File: src/rtl/alu_pkg.sv
// ---------------------------------------------------------------------------
// alu_pkg
// Shared definitions for the arbitrated ALU: funct bit positions, the funct
// type, the response-stage state type and the 32-bit op function.
// Optional feature macro used by importers: ALU_ARB_ONEHOT_CHECK_EN.
// ---------------------------------------------------------------------------
package alu_pkg;

    localparam int FUNCT_W = 5;
    localparam int FN_ADD  = 0;
    localparam int FN_SUB  = 1;
    localparam int FN_SLL  = 2;
    localparam int FN_SRL  = 3;
    localparam int FN_SRA  = 4;

    typedef logic [FUNCT_W-1:0] funct_t;

    // Response stage occupancy; exposed as a typed register in alu_arbiter.
    typedef enum logic {
        RSP_EMPTY = 1'b0,
        RSP_FULL  = 1'b1
    } rsp_state_e;

    // Result of every selected op ORed together, so a non-one-hot funct
    // yields the OR of the individual results and funct=0 yields 0.
    // Shift amounts are the full unsigned 32-bit b; anything >= 32 saturates.
    function automatic logic [31:0] alu_compute(input logic [31:0] a,
                                                input logic [31:0] b,
                                                input funct_t      f);
        logic [31:0] r;
        logic        big;
        big = |b[31:5];
        r   = '0;
        if (f[FN_ADD]) r = r | (a + b);
        if (f[FN_SUB]) r = r | (a - b);
        if (f[FN_SLL]) r = r | (big ? 32'd0 : (a << b[4:0]));
        if (f[FN_SRL]) r = r | (big ? 32'd0 : (a >> b[4:0]));
        if (f[FN_SRA]) r = r | (big ? {32{a[31]}} : 32'($signed(a) >>> b[4:0]));
        return r;
    endfunction

    function automatic logic is_onehot(input funct_t f);
        return (f != '0) && ((f & (f - 1'b1)) == '0);
    endfunction

endpackage

File: src/rtl/alu_rr_picker.sv
// ---------------------------------------------------------------------------
// alu_rr_picker
// Combinational round-robin picker: scans i_valid starting at i_ptr, upward
// modulo N, and reports the first set index.
//   i_valid     N   request vector
//   i_ptr       PW  highest-priority index this cycle (must be < N)
//   o_grant     PW  winning index (0 when nothing is valid)
//   o_any_valid 1   at least one request is valid
// ---------------------------------------------------------------------------
module alu_rr_picker #(
    parameter int N  = 2,
    parameter int PW = $clog2(N)
) (
    input  logic [N-1:0]  i_valid,
    input  logic [PW-1:0] i_ptr,
    output logic [PW-1:0] o_grant,
    output logic          o_any_valid
);

    logic [PW:0]   w_sum;
    logic [PW-1:0] w_idx;

    // Scan from the farthest offset down to offset 0 so the closest valid
    // index to i_ptr is the last one written and therefore wins.
    always_comb begin
        o_grant     = '0;
        o_any_valid = 1'b0;
        w_sum       = '0;
        w_idx       = '0;
        for (int k = N - 1; k >= 0; k--) begin
            w_sum = {1'b0, i_ptr} + (PW + 1)'(k);
            if (w_sum >= (PW + 1)'(N)) begin
                w_sum = w_sum - (PW + 1)'(N);
            end
            w_idx = w_sum[PW-1:0];
            if (i_valid[w_idx]) begin
                o_grant     = w_idx;
                o_any_valid = 1'b1;
            end
        end
    end

endmodule

File: src/rtl/alu_arbiter.sv
// ---------------------------------------------------------------------------
// alu_arbiter
// Shares one add/sub/sll/srl/sra datapath between N_REQ requesters with
// round-robin fairness, registering the result and winner ID into a
// one-entry response stage.
//
// Handshakes: a transfer happens on a rising edge where valid and ready are
// both 1. A requester keeps valid and its operands stable until it sees
// ready; ready here never depends on operand values. The response stage
// holds rsp_* stable while rsp_valid=1 and rsp_ready=0.
//
// Ports:
//   clk, reset                 clock, asynchronous active-high reset
//   req_valid / req_ready      N_REQ per-requester handshake
//   req_val1 / req_val2        N_REQ x 32 operands, packed [i*32 +: 32]
//   req_funct                  N_REQ x 5 one-hot op select
//   rsp_valid / rsp_ready      response handshake
//   rsp_id, rsp_result         winner index and registered result
//   rsp_err                    non-one-hot funct flag (ALU_ARB_ONEHOT_CHECK_EN)
// Optional feature macro: ALU_ARB_ONEHOT_CHECK_EN.
// ---------------------------------------------------------------------------
module alu_arbiter
    import alu_pkg::*;
#(
    parameter int N_REQ = 2,
    parameter int ID_W  = $clog2(N_REQ)
) (
    input  logic                     clk,
    input  logic                     reset,
    input  logic [N_REQ-1:0]         req_valid,
    output logic [N_REQ-1:0]         req_ready,
    input  logic [N_REQ*32-1:0]      req_val1,
    input  logic [N_REQ*32-1:0]      req_val2,
    input  logic [N_REQ*FUNCT_W-1:0] req_funct,
    output logic                     rsp_valid,
    input  logic                     rsp_ready,
    output logic [ID_W-1:0]          rsp_id,
`ifdef ALU_ARB_ONEHOT_CHECK_EN
    output logic                     rsp_err,
`endif
    output logic [31:0]              rsp_result
);

    rsp_state_e  r_state;
    logic [ID_W-1:0] r_ptr;
    logic [ID_W-1:0] r_id;
    logic [31:0]     r_result;
    logic            r_err;

    rsp_state_e      w_state_nxt;
    logic [ID_W-1:0] w_ptr_nxt;
    logic [ID_W-1:0] w_id_nxt;
    logic [31:0]     w_result_nxt;
    logic            w_err_nxt;

    logic [ID_W-1:0] w_grant;
    logic            w_any_valid;
    logic            w_can_accept;
    logic            w_accept;
    logic [31:0]     w_op_result;

    logic [31:0]     w_v1    [N_REQ];
    logic [31:0]     w_v2    [N_REQ];
    funct_t          w_funct [N_REQ];

    for (genvar g = 0; g < N_REQ; g++) begin : g_unpack
        assign w_v1[g]    = req_val1[g*32 +: 32];
        assign w_v2[g]    = req_val2[g*32 +: 32];
        assign w_funct[g] = req_funct[g*FUNCT_W +: FUNCT_W];
    end

    alu_rr_picker #(
        .N  (N_REQ),
        .PW (ID_W)
    ) u_picker (
        .i_valid     (req_valid),
        .i_ptr       (r_ptr),
        .o_grant     (w_grant),
        .o_any_valid (w_any_valid)
    );

    always_ff @(posedge clk or posedge reset) begin
        if (reset) begin
            r_state  <= RSP_EMPTY;
            r_ptr    <= '0;
            r_id     <= '0;
            r_result <= '0;
            r_err    <= 1'b0;
        end else begin
            r_state  <= w_state_nxt;
            r_ptr    <= w_ptr_nxt;
            r_id     <= w_id_nxt;
            r_result <= w_result_nxt;
            r_err    <= w_err_nxt;
        end
    end

    always_comb begin
        w_state_nxt  = r_state;
        w_ptr_nxt    = r_ptr;
        w_id_nxt     = r_id;
        w_result_nxt = r_result;
        w_err_nxt    = r_err;
        req_ready    = '0;

        // A full stage can be refilled in the same cycle it drains.
        // Ready is forced low while reset is held.
        w_can_accept = ~reset & ((r_state == RSP_EMPTY) | rsp_ready);
        w_accept     = w_any_valid & w_can_accept;
        w_op_result  = alu_compute(w_v1[w_grant], w_v2[w_grant], w_funct[w_grant]);

        if (w_accept) begin
            req_ready[w_grant] = 1'b1;
            w_state_nxt        = RSP_FULL;
            w_id_nxt           = w_grant;
            w_ptr_nxt          = (w_grant == ID_W'(N_REQ - 1)) ? '0 : w_grant + 1'b1;
`ifdef ALU_ARB_ONEHOT_CHECK_EN
            if (is_onehot(w_funct[w_grant])) begin
                w_result_nxt = w_op_result;
                w_err_nxt    = 1'b0;
            end else begin
                w_result_nxt = '0;
                w_err_nxt    = 1'b1;
            end
`else
            w_result_nxt = w_op_result;
            w_err_nxt    = 1'b0;
`endif
        end else if ((r_state == RSP_FULL) && rsp_ready) begin
            // Drain only; id/result keep their last value.
            w_state_nxt = RSP_EMPTY;
        end
    end

    assign rsp_valid  = (r_state == RSP_FULL);
    assign rsp_id     = r_id;
    assign rsp_result = r_result;
`ifdef ALU_ARB_ONEHOT_CHECK_EN
    assign rsp_err    = r_err;
`else
    // Error flag has no port in this build; keep the register observed.
    logic w_err_unused;
    assign w_err_unused = r_err;
`endif

endmodule

File: config.mk
export PLATFORM = sky130hd
export DESIGN_NAME = alu_arbiter
export DESIGN_NICKNAME = d
export VERILOG_FILES = /design/src/rtl/alu_pkg.sv /design/src/rtl/alu_rr_picker.sv /design/src/rtl/alu_arbiter.sv
export SDC_FILE = /design/constraint.sdc
export NUM_CORES = 1
export LEC_CHECK = 0
export ABC_AREA = 1
export CAP_MARGIN = 40
export CELL_PAD_IN_SITES_DETAIL_PLACEMENT = 0
export CELL_PAD_IN_SITES_GLOBAL_PLACEMENT = 1
export CORE_ASPECT_RATIO = 0.9
export CORE_MARGIN = 8
export CORE_UTILIZATION = 33
export DETAILED_ROUTE_END_ITERATION = 8
export GPL_ROUTABILITY_DRIVEN = 0
export GPL_TIMING_DRIVEN = 0
export PLACE_DENSITY_LB_ADDON = 0.1
export REMOVE_ABC_BUFFERS = 1
export SETUP_SLACK_MARGIN = 0.4
export SYNTH_ARGS = -nofsm -noshare
export SYNTH_HDL_FRONTEND = slang
export SYNTH_HIERARCHICAL = 1
export SYNTH_SLANG_ARGS = --single-unit
File: constraint.sdc
create_clock -name clk -period 3.5 [get_ports clk]
set_clock_uncertainty 0.1 [all_clocks]
set_input_delay 0.525 -clock clk [delete_from_list [all_inputs] [get_ports clk]]
set_output_delay 0.525 -clock clk [all_outputs]
set_load 0.01 [all_outputs]
==> impl_metrics.tcl <==
set metrics [dict create \
    globalRoute.totalOverflow 0 \
    path_clk_slew_ns 0.05 \
    fmax_mhz 290 \
    layout-drive-gt1-share_pct 21.9 \
    dpl-instance-area_um2 13400 \
    vias_per_cell 5.51 \
    grt_use_total_pct 30.8 \
    synth_top_area_share_pct 30.1 \
    die_h_um 191 \
    netlist_instances 2300 \
    synth_area_leader_cell "nand2_1" \
    cts-root-buf "clkbuf_16" \
    maxCapViolations 0 \
    hp-start "rsp_result[15]" \
    start_kind "register" \
    grt_antenna_before_repair 1 \
    ys_ff_latch 35 \
    ys_top_cells_by_area "nand2_1 30%, nand3_1 17%, inv_1 9.2%, nor2_1 7.9%, dfrtp_1 7.8%" \
    setup_viol 0 \
    postRouteAntennaNets 0 \
    first_global_vias 15198 \
    nets 2737 \
    finalWirelength_mm 64.5 \
    switching_share_pct 55.5 \
    period_minus_slack_ns 3.45 \
    cts_tree "yes" \
    synth_area_um2 11200 \
    worst_skew_pair.late_latency_ns 0.28 \
    route.detailed.drc 0 \
    yosys_warnings 6 \
    syn-mean-instance-area_um2 4.87 \
    cp.required_ns 3.58 \
    reg2reg_depth 24 \
    worstReg2RegEnd "rsp_result[30]" \
    cp_max_fo 6 \
    start_util_pct 33.2 \
    dr.pass1.iters 7 \
    layout.cells.non_filler 2992 \
    setup_tns_ns 0 \
    cts_hold_buf 0 \
    p_switching_mw 3.55 \
    comb_power_share_pct 83.8 \
    status "completed" \
    fin_area_um2 17100 \
    core_um2 33700 \
    dp_hpwl_mm 46.1 \
    die_w_um 210 \
    p_int_mw 2.84 \
    grt_start_max_net_pins 44 \
    slew-limit-headroom_pct 43.1 \
    ys_types 40 \
    yosys.cell_count.top_type "nand2_1" \
    yosys-top-cells-count "898 x nand2_1, 372 x nand3_1, 275 x inv_1, 235 x nor2_1, 104 x a21oi_1" \
    p_per_area_nw_per_um2 374 \
    num_vias 16473 \
    final-hold-violation-count 0 \
    portBuffers 178 \
    worst_hold_path_type "register to register" \
    ioPinCount 179 \
    seq_power_share_pct 9.4 \
    syn2layout_area_growth_pct 52.5 \
    leakagePower_nw 8.47 \
    peakVddDrop_mv 0.196 \
    fin_crit_sh_pct 98.6 \
    first_iter_violations 1951 \
    async_reset_ff_share_pct 100 \
    worstMarginPinSlew_ns 0.854 \
    synth-main-ff-cell "dfrtp_1" \
    grt_pass1_wl_mm 94.4 \
    drt-wirelength-per-cell_um 21.6 \
    cts_buffers 5 \
    arrival_ns 3.53 \
    critPathCaptureType "register" \
    rsz0062_at_grt "true" \
    dieArea_um2 40100 \
    rows 64 \
    pwr-share-clk_pct 6.8 \
    hold_end "rsp_result[15]" \
    yosysSeqAreaShare_pct 7.83 \
    clk_path_buf_depth 2 \
    dpl.cell_count 2857 \
    reg2reg_setup_slack_ns 0.05 \
    maxSlewViolCount 0 \
    holdPathStages 2 \
    rr_startpoint "r_ptr" \
    htreeDepth 2 \
    synth_edf_count 0 \
    path_class "register to register" \
    cts_sinks 35 \
]
[routing by layer]
metal	share of wire, %	wire length (um)	GRT usage [%]	vias up
met2	41	26500	45.4	928
li1	-	-	-	7807
met4	4.4	2860	10.8	2
met5	0.099	64	0	-
met3	12	7710	8.76	163
met1	42	27400	42.1	7573
[logic make-up after synthesis]
group                      after synthesis  share of synthesized area, %
AOI/OAI and AO/OA                      222                          10.8
xor gates and xnor gates                 7                         0.548
adders and majority gates               65                          7.40
buffers and inverters                  382                          13.9
DFF                                     35                          7.83
and+or+nand+nor                       1589                          59.5
[cell usage in the layout, fill, tap and decap left out, types with 20 or more instances in the layout]
| cell type | instances |
|---|---|
| nand2_4 | 34 |
| nand3_1 | 323 |
| nor2_2 | 57 |
| nand4_1 | 35 |
| ha_1 | 33 |
| buf_4 | 76 |
| inv_2 | 20 |
| nand2_1 | 776 |
| nand2_2 | 87 |
| a21oi_1 | 65 |
| clkdlybuf4s50_1 | 176 |
| nor2_1 | 171 |
| a21oi_2 | 36 |
| inv_1 | 250 |
| o21ai_0 | 36 |
| buf_12 | 23 |
| dfrtp_1 | 35 |
| ha_4 | 28 |
| o21ai_1 | 29 |
| nand3_2 | 40 |
[critical path, cell delays in order (launching register included)]
cell and delay (ns):
dfrtp_1 0.36, inv_2 0.06, a21oi_4 0.16, buf_12 0.17, inv_16 0.06, buf_16 0.15, or2_4 0.27, o21ai_4 0.10
buf_12 0.15, buf_16 0.13, inv_16 0.03, buf_12 0.11, ha_4 0.17, inv_2 0.06, o21ai_1 0.06, nand2_1 0.11
nand3_4 0.14, nand2_2 0.10, nand3_2 0.11, nand2_2 0.13, nand3_1 0.09, nand3_2 0.11, nand4_1 0.16, nor2_4 0.14
nor2_1 0.05
[worst max-delay path by stage]
| stage | end | start |
|---|---|---|
| global route | rsp_result[23] | r_ptr |
| floorplan | rsp_result[14] | req_valid[1] |
| global placement | rsp_result[10] | req_valid[1] |
| CTS | rsp_result[27] | r_ptr |
| finish | rsp_result[30] | r_ptr |
| detailed placement | rsp_result[29] | req_valid[1] |
[stage by stage]
| stage | hold WS (ns) | setup slack (ns) | power (mW) | util, % |
|---|---|---|---|---|
| after global placement | 0.368 | -14.87 | 4.45 | 38.7 |
| after global routing | 0.415 | -0.113 | 6.81 | 50.6 |
| after floorplan | 0.366 | -7.18 | 2.95 | - |
| final | 0.386 | 0.0486 | 6.39 | 50.6 |
| after detailed placement | 0.373 | -2.74 | 4.51 | 39.9 |
| after CTS | 0.388 | 0.114 | 5.84 | 47.4 |
[cell type report]
cell class,count,area (um2)
Fill cell,3644,16600
Multi-Input combinational cell,1886,10600
Timing Repair Buffer,315,3660
Inverter,282,1140
Sequential cell,35,876
Tap cell,462,578
Clock buffer,6,139
Timing Repair inverter,4,32.5
Clock inverter,1,5.00
Antenna cell,1,2.50
[power groups by stage]
stage          clock network (mW)  registers [mW]  logic [mW]
2_1_floorplan                   0           0.654        2.30
3_3_place_gp                    0           0.602        3.85
3_5_place_dp                    0           0.604        3.90
4_1_cts                     0.451           0.601        4.79
5_1_grt                     0.472           0.616        5.72
6_report                    0.438           0.600        5.35
[flip-flops by register name, summed over array words and instances, names as in the netlist]
signal and cells:
rsp_result 32, rsp_id 1, rsp_valid 1, r_ptr 1
[timing repair]
action                                  CTS  global route
gates resized for setup                 344           218
buffers inserted                         69            35
pin swaps                                95            77
gates cloned                             22             1
endpoints found under the setup margin   35            34
Power figures use the tool's default switching activity.
